==> src/rtl/cnn_pkg.sv <==
// Shared definitions for the CNN accelerator return path.
package cnn_pkg;

  typedef enum logic [2:0] {
    COLLECT = 3'd0,
    FLUSH   = 3'd1,
    FETCH   = 3'd2,
    SEND    = 3'd3,
    WAIT    = 3'd4
  } state_tx_t;

  localparam logic [7:0] CNN_HDR = 8'hA5;

endpackage

==> src/rtl/ram.sv <==
// Simple dual-port buffer: synchronous write, registered read (1-cycle latency).
module ram #(
  parameter int ADDR_WIDTH = 7,
  parameter int DATA_WIDTH = 8
) (
  input  logic                  clk,
  input  logic                  we,
  input  logic [ADDR_WIDTH-1:0] waddr,
  input  logic [DATA_WIDTH-1:0] wdata,
  input  logic [ADDR_WIDTH-1:0] raddr,
  output logic [DATA_WIDTH-1:0] rdata
);

  logic [DATA_WIDTH-1:0] r_mem [0:(2**ADDR_WIDTH)-1];

  always_ff @(posedge clk) begin
    if (we) r_mem[waddr] <= wdata;
    rdata <= r_mem[raddr];
  end

endmodule

==> src/rtl/cnn_result_tx.sv <==
// Packs the core's 1-bit result stream into bytes and ships a framed
// response (HDR, len, payload, XOR checksum) over the UART trmt/tx_done handshake.
module cnn_result_tx
  import cnn_pkg::*;
#(
  parameter int         MAX_BYTES = 128,
  parameter logic [7:0] HDR       = CNN_HDR
) (
  input  logic       clk,
  input  logic       rst_n,
  input  logic       bit_vld,
  input  logic       bit_in,
  input  logic       bit_last,
  output logic       bit_rdy,
  output logic       trmt,
  output logic [7:0] tx_data,
  input  logic       tx_done,
  output logic       busy,
  output logic       ovf,
  output logic       frame_sent
);

  localparam int         AW   = (MAX_BYTES > 1) ? $clog2(MAX_BYTES) : 1;
  localparam logic [7:0] MAXB = 8'(MAX_BYTES);

  state_tx_t   r_state;
  logic [2:0]  r_bcnt;
  logic [7:0]  r_wptr, r_len, r_csum, r_shift, r_tx_data;
  logic [8:0]  r_idx;
  logic        r_trmt, r_ovf, r_ovf_frm;

  logic          w_full, w_we;
  logic [7:0]    w_wdata, w_rdata, w_sel;
  logic [8:0]    w_len2;
  logic [AW-1:0] w_waddr, w_raddr;

  assign w_full  = (r_wptr == MAXB);
  assign w_len2  = {1'b0, r_len} + 9'd2;
  assign w_waddr = r_wptr[AW-1:0];
  // Payload byte n lives at ram[n]; idx 0/1 are header and length.
  assign w_raddr = AW'(r_idx - 9'd2);

  always_comb begin
    w_we    = 1'b0;
    w_wdata = r_shift;
    if (r_state == COLLECT && bit_vld && !w_full && r_bcnt == 3'd7) begin
      w_we    = 1'b1;
      w_wdata = {bit_in, r_shift[6:0]};
    end else if (r_state == FLUSH && r_bcnt != 3'd0 && !w_full) begin
      w_we    = 1'b1;
    end
  end

  always_comb begin
    w_sel = r_csum;
    if (r_idx == 9'd0)        w_sel = HDR;
    else if (r_idx == 9'd1)   w_sel = r_len;
    else if (r_idx < w_len2)  w_sel = w_rdata;
  end

  ram #(.ADDR_WIDTH(AW), .DATA_WIDTH(8)) u_ram (
    .clk   (clk),
    .we    (w_we),
    .waddr (w_waddr),
    .wdata (w_wdata),
    .raddr (w_raddr),
    .rdata (w_rdata)
  );

  always_ff @(posedge clk or negedge rst_n) begin
    if (!rst_n) begin
      r_state   <= COLLECT;
      r_bcnt    <= '0;
      r_wptr    <= '0;
      r_len     <= '0;
      r_csum    <= '0;
      r_shift   <= '0;
      r_tx_data <= '0;
      r_idx     <= '0;
      r_trmt    <= 1'b0;
      r_ovf     <= 1'b0;
      r_ovf_frm <= 1'b0;
    end else begin
      r_trmt <= 1'b0;
      case (r_state)
        COLLECT: if (bit_vld) begin
          if (w_full) begin
            r_ovf     <= 1'b1;
            r_ovf_frm <= 1'b1;
          end else if (r_bcnt == 3'd7) begin
            r_shift <= '0;
            r_wptr  <= r_wptr + 8'd1;
            r_bcnt  <= '0;
          end else begin
            r_shift[r_bcnt] <= bit_in;
            r_bcnt          <= r_bcnt + 3'd1;
          end
          if (bit_last) r_state <= FLUSH;
        end
        FLUSH: begin
          if (r_bcnt != 3'd0 && !w_full) begin
            r_wptr <= r_wptr + 8'd1;
            r_len  <= r_wptr + 8'd1;
          end else begin
            r_len  <= r_wptr;
          end
          r_idx   <= '0;
          r_csum  <= '0;
          r_state <= FETCH;
        end
        FETCH: r_state <= SEND;
        SEND: begin
          r_tx_data <= w_sel;
          r_trmt    <= 1'b1;
          if (r_idx != 9'd0 && r_idx < w_len2) r_csum <= r_csum ^ w_sel;
          // ovf reports the previous frame until this header goes out.
          if (r_idx == 9'd0) begin
            r_ovf     <= r_ovf_frm;
            r_ovf_frm <= 1'b0;
          end
          r_state <= WAIT;
        end
        WAIT: if (tx_done) begin
          if (r_idx == w_len2) begin
            r_wptr  <= '0;
            r_bcnt  <= '0;
            r_shift <= '0;
            r_state <= COLLECT;
          end else begin
            r_idx   <= r_idx + 9'd1;
            r_state <= FETCH;
          end
        end
        default: r_state <= COLLECT;
      endcase
    end
  end

  assign bit_rdy    = (r_state == COLLECT);
  assign busy       = (r_state != COLLECT);
  assign trmt       = r_trmt;
  assign tx_data    = r_tx_data;
  assign ovf        = r_ovf;
  assign frame_sent = (r_state == WAIT) && tx_done && (r_idx == w_len2);

endmodule

==> config.mk <==
export PLATFORM = sky130hd
export DESIGN_NAME = cnn_result_tx
export DESIGN_NICKNAME = d
export VERILOG_FILES = /design/src/rtl/cnn_pkg.sv /design/src/rtl/ram.sv /design/src/rtl/cnn_result_tx.sv
export SDC_FILE = /design/constraint.sdc
export NUM_CORES = 1
export LEC_CHECK = 0
export ABC_AREA = 1
export CORE_MARGIN = 2
export CORE_UTILIZATION = 28
export DETAILED_ROUTE_END_ITERATION = 10
export SLEW_MARGIN = 0
export SYNTH_ARGS = -nofsm -noshare
export SYNTH_HDL_FRONTEND = slang
export SYNTH_SLANG_ARGS = --single-unit
==> constraint.sdc <==
create_clock -name clk -period 8.7 [get_ports clk]
set_input_delay 1.74 -clock clk [delete_from_list [all_inputs] [get_ports clk]]
set_output_delay 1.74 -clock clk [all_outputs]
set_load 0.02 [all_outputs]
==> run_results.csv <==
group,metric,value,unit
run_status,outcome,"completed",
power_and_ir_drop,pwr-share-comb,28.5,%
clock_tree,cts_buffers,108,
clock_tree,clk_pin_slew_worst_paths,0.06,ns
power_and_ir_drop,clockPowerShare,29.0,%
synth,yosysMostFrequentCell,"nand2_1",
grt,grt_pass1_wl,177000,um
grt,grt-ovfl-total,0,
die,fp.dieW,407,um
grt,antenna_found_initial,0,
critical_path,criticalPathCategory,"register to primary output",
placement,dp_hpwl,67600,um
synth,ys_top_cells_by_area,"edfxtp_1 68%, nand2_1 11%, nand3_1 11%, dfrtp_1 3.2%, nor2_1 1.5%",
critical_path,worstPathRequired,6.96,ns
grt,track_usage,14.0,%
route,wl_per_cell,19.0,um
power_and_ir_drop,switchingPower,5.88,mW
synth,synth_seq_area_share,71.2,%
route,firstDrtPassIters,6,
sta,period_needed,5.36,ns
synth,synth_edf_count,1024,
die,start_util,28.2,%
placement,gp_congestion,0.874,
clock_tree,cts.path.max_buffers,3,
sta,tightest_slew,1.15,ns
synth,syn_avg_cell_area,11.2,um2
grt,grt_max_degree,221,
layout,syn_to_final_growth,12.7,%
clock_tree,cts_tree,"done",
route,drt-initial-drc-count,3153,
sta,tns,0,ns
sta,clock.fmax,0.186,GHz
critical_path,start_kind,"register",
min_path,hold_class,"register to register",
route,drc,0,
sta,rsz0062_at_grt,"no",
synth,synth_ff_type,"edfxtp_1",
power_and_ir_drop,irDropWorstVdd,314,uV
route,drt-vias-per-instance,4.76,
route,totalWireLength,118000,um
power_and_ir_drop,pwr_density_cell,315,mW/mm2
synth,syn_nets,4066,
synth,yosysWarnings,0,
power_and_ir_drop,seqPwrFrac,42.5,%
die,pin_count,19,
layout,n_antenna_cell,0,
layout,fin_nets,3993,
clock_tree,numClockSinks,1090,
layout,drive_gt1_share,5.96,%
synth,synth_top_area_cell,"edfxtp_1",
clock_tree,root_buffer,"clkbuf_16",
placement,dpl_cell_area,0.0476,mm2
die,die_h,407,um
synth,netlist_area,0.0454,mm2
clock_tree,cts_hold_buf,0,
route,postRouteAntennaNets,0,
sta,relSlewSlack,23.1,%
sta,drv_slew,0,
sta,hold_viol,0,
power_and_ir_drop,p_sw_share,36.5,%
power_and_ir_drop,p_int,10.2,mW
critical_path,worst_setup_path_end_kind,"primary output",
sta,finalSetupViolCount,0,
clock_tree,post_cts_buffers,0,
placement,io_buffers,18,
clock_tree,htreeDepth,3,
route,dr_total_vias,29600,
critical_path,critical_path_arrival,3.62,ns
synth,synth-seq-cells,1090,
sta,finalClockSkew,0.0220,ns
sta,whs,0.480,ns
job,maxCapViolCount,0,
die,core,0.161,mm2
synth,synth_cells,4040,
die,num_rows,147,
synth,synth_top_cells_by_count,"1314 x nand2_1, 1024 x edfxtp_1, 972 x nand3_1",
grt,grt_pass1_vias,28600,
die,die_area,0.166,mm2
critical_path,critical_path.max_fanout,135,
power_and_ir_drop,p_leak,18.1,nW
synth,synth_top_area_share,67.7,%
synth,async_reset_ff_share,5.32,%
sta,finalCritPeriodShare,61.7,%
clock_tree,worstSkewPairLatency,0.69,ns
clock_tree,cts_resized,0,
layout,finish.instance_area,0.0512,mm2
synth,ys_types,39,
==> power groups by stage <==
stage          clock [mW]  sequential [mW]  combinational (mW)
2_1_floorplan           0             6.94                2.82
3_3_place_gp            0             6.97                4.53
3_5_place_dp            0             6.97                4.56
4_1_cts              4.75             6.86                4.57
5_1_grt              4.94             6.89                5.05
6_report             4.67             6.86                4.60
==> path summary, 6_finish.rpt <==
| check | startpoint | to | slack, ns | depth (start not counted) |
|---|---|---|---|---|
| setup / recovery | r_idx[0] | frame_sent | 3.34 | 5 |
| hold / removal | tx_data[3] | tx_data[3] | 0.48 | 2 |
| setup reg to reg | r_idx[1] | u_ram.rdata[2] | 4.03 | 13 |
| hold reg to reg | tx_data[3] | tx_data[3] | 0.48 | 2 |
| max in group asynchronous | rst_n | r_shift[5] | 6.86 | 2 |
| min in group asynchronous | rst_n | ovf | 1.23 | 2 |
==> per-stage QoR <==
step / setup slack [ns] / total power, mW / cells / util [%]
2_1_floorplan: 0.415 / 9.76 / 4040 / -
3_3_place_gp: 3.82 / 11.5 / 6017 / 29.6
3_5_place_dp: 3.86 / 11.5 / 6017 / 29.6
4_1_cts: 3.24 / 16.2 / 6218 / 31.8
5_1_grt: 3.09 / 16.9 / 6218 / 31.8
6_report: 3.34 / 16.1 / 6218 / 31.8
==> critical path, cell delays in order, from the launching register on <==
cell	delay [ns]
dfrtp_4	0.98
inv_8	0.42
ha_1	0.45
nand3_1	0.22
nor3_1	0.22
clkdlybuf4s50_1	0.63
==> layout by cell type (no fill, tap or decap), types with 3 or more instances in the layout <==
master / n
nand4_1: 13
nor2_1: 178
buf_12: 4
nand2_4: 9
clkinvlp_4: 5
dfxtp_1: 8
ha_1: 19
bufinv_16: 12
nand2_1: 1314
nor2_2: 6
clkdlybuf4s50_1: 17
xor2_1: 13
clkinv_1: 20
dfrtp_1: 49
clkinv_4: 7
a21oi_1: 29
dfrtp_4: 9
edfxtp_1: 1024
clkbuf_16: 110
clkbuf_1: 17
nor3_1: 22
clkinv_2: 26
nand3_1: 972
o21ai_0: 37
inv_1: 71
a31oi_1: 5
clkinv_8: 3
buf_4: 30
==> kinds of logic (layout without fill, tap and decap cells) <==
group / after synthesis / after routing / share of synthesized area (%)
simple gates: 2520 / 2520 / 23.9
compound gates: 81 / 81 / 0.978
flops: 1090 / 1090 / 71.2
buf+inv: 312 / 330 / 2.99
fa+ha+maj: 20 / 20 / 0.551
xor+xnor: 17 / 17 / 0.344
==> layout make-up <==
class / count / area [um2]
fill: 16100 / 110000
inverter: 77 / 312
tap: 2160 / 2700
clock inverter: 73 / 718
sequential: 1090 / 32400
multi-input combinational: 2638 / 11800
clock buffer: 128 / 2830
timing repair buffer: 52 / 480
==> state kept, by name (all words and copies together), names as in the netlist <==
| register | count |
|---|---|
| ovf | 1 |
| r_bcnt | 3 |
| r_csum | 8 |
| r_idx | 9 |
| r_len | 8 |
| r_ovf_frm | 1 |
| r_shift | 8 |
| r_state | 3 |
| r_wptr | 8 |
| trmt | 1 |
| tx_data | 8 |
| u_ram.r_mem | 1024 |
| u_ram.rdata | 8 |
==> metal layers <==
layer	up-vias	GRT usage, %	wire (um)
met5	-	0	0
met4	0	4.93	3710
met3	207	2.14	8060
met2	1044	22.9	55400
met1	14300	18.8	50800
li1	14000	-	-
Power figures use the tool's default switching activity.
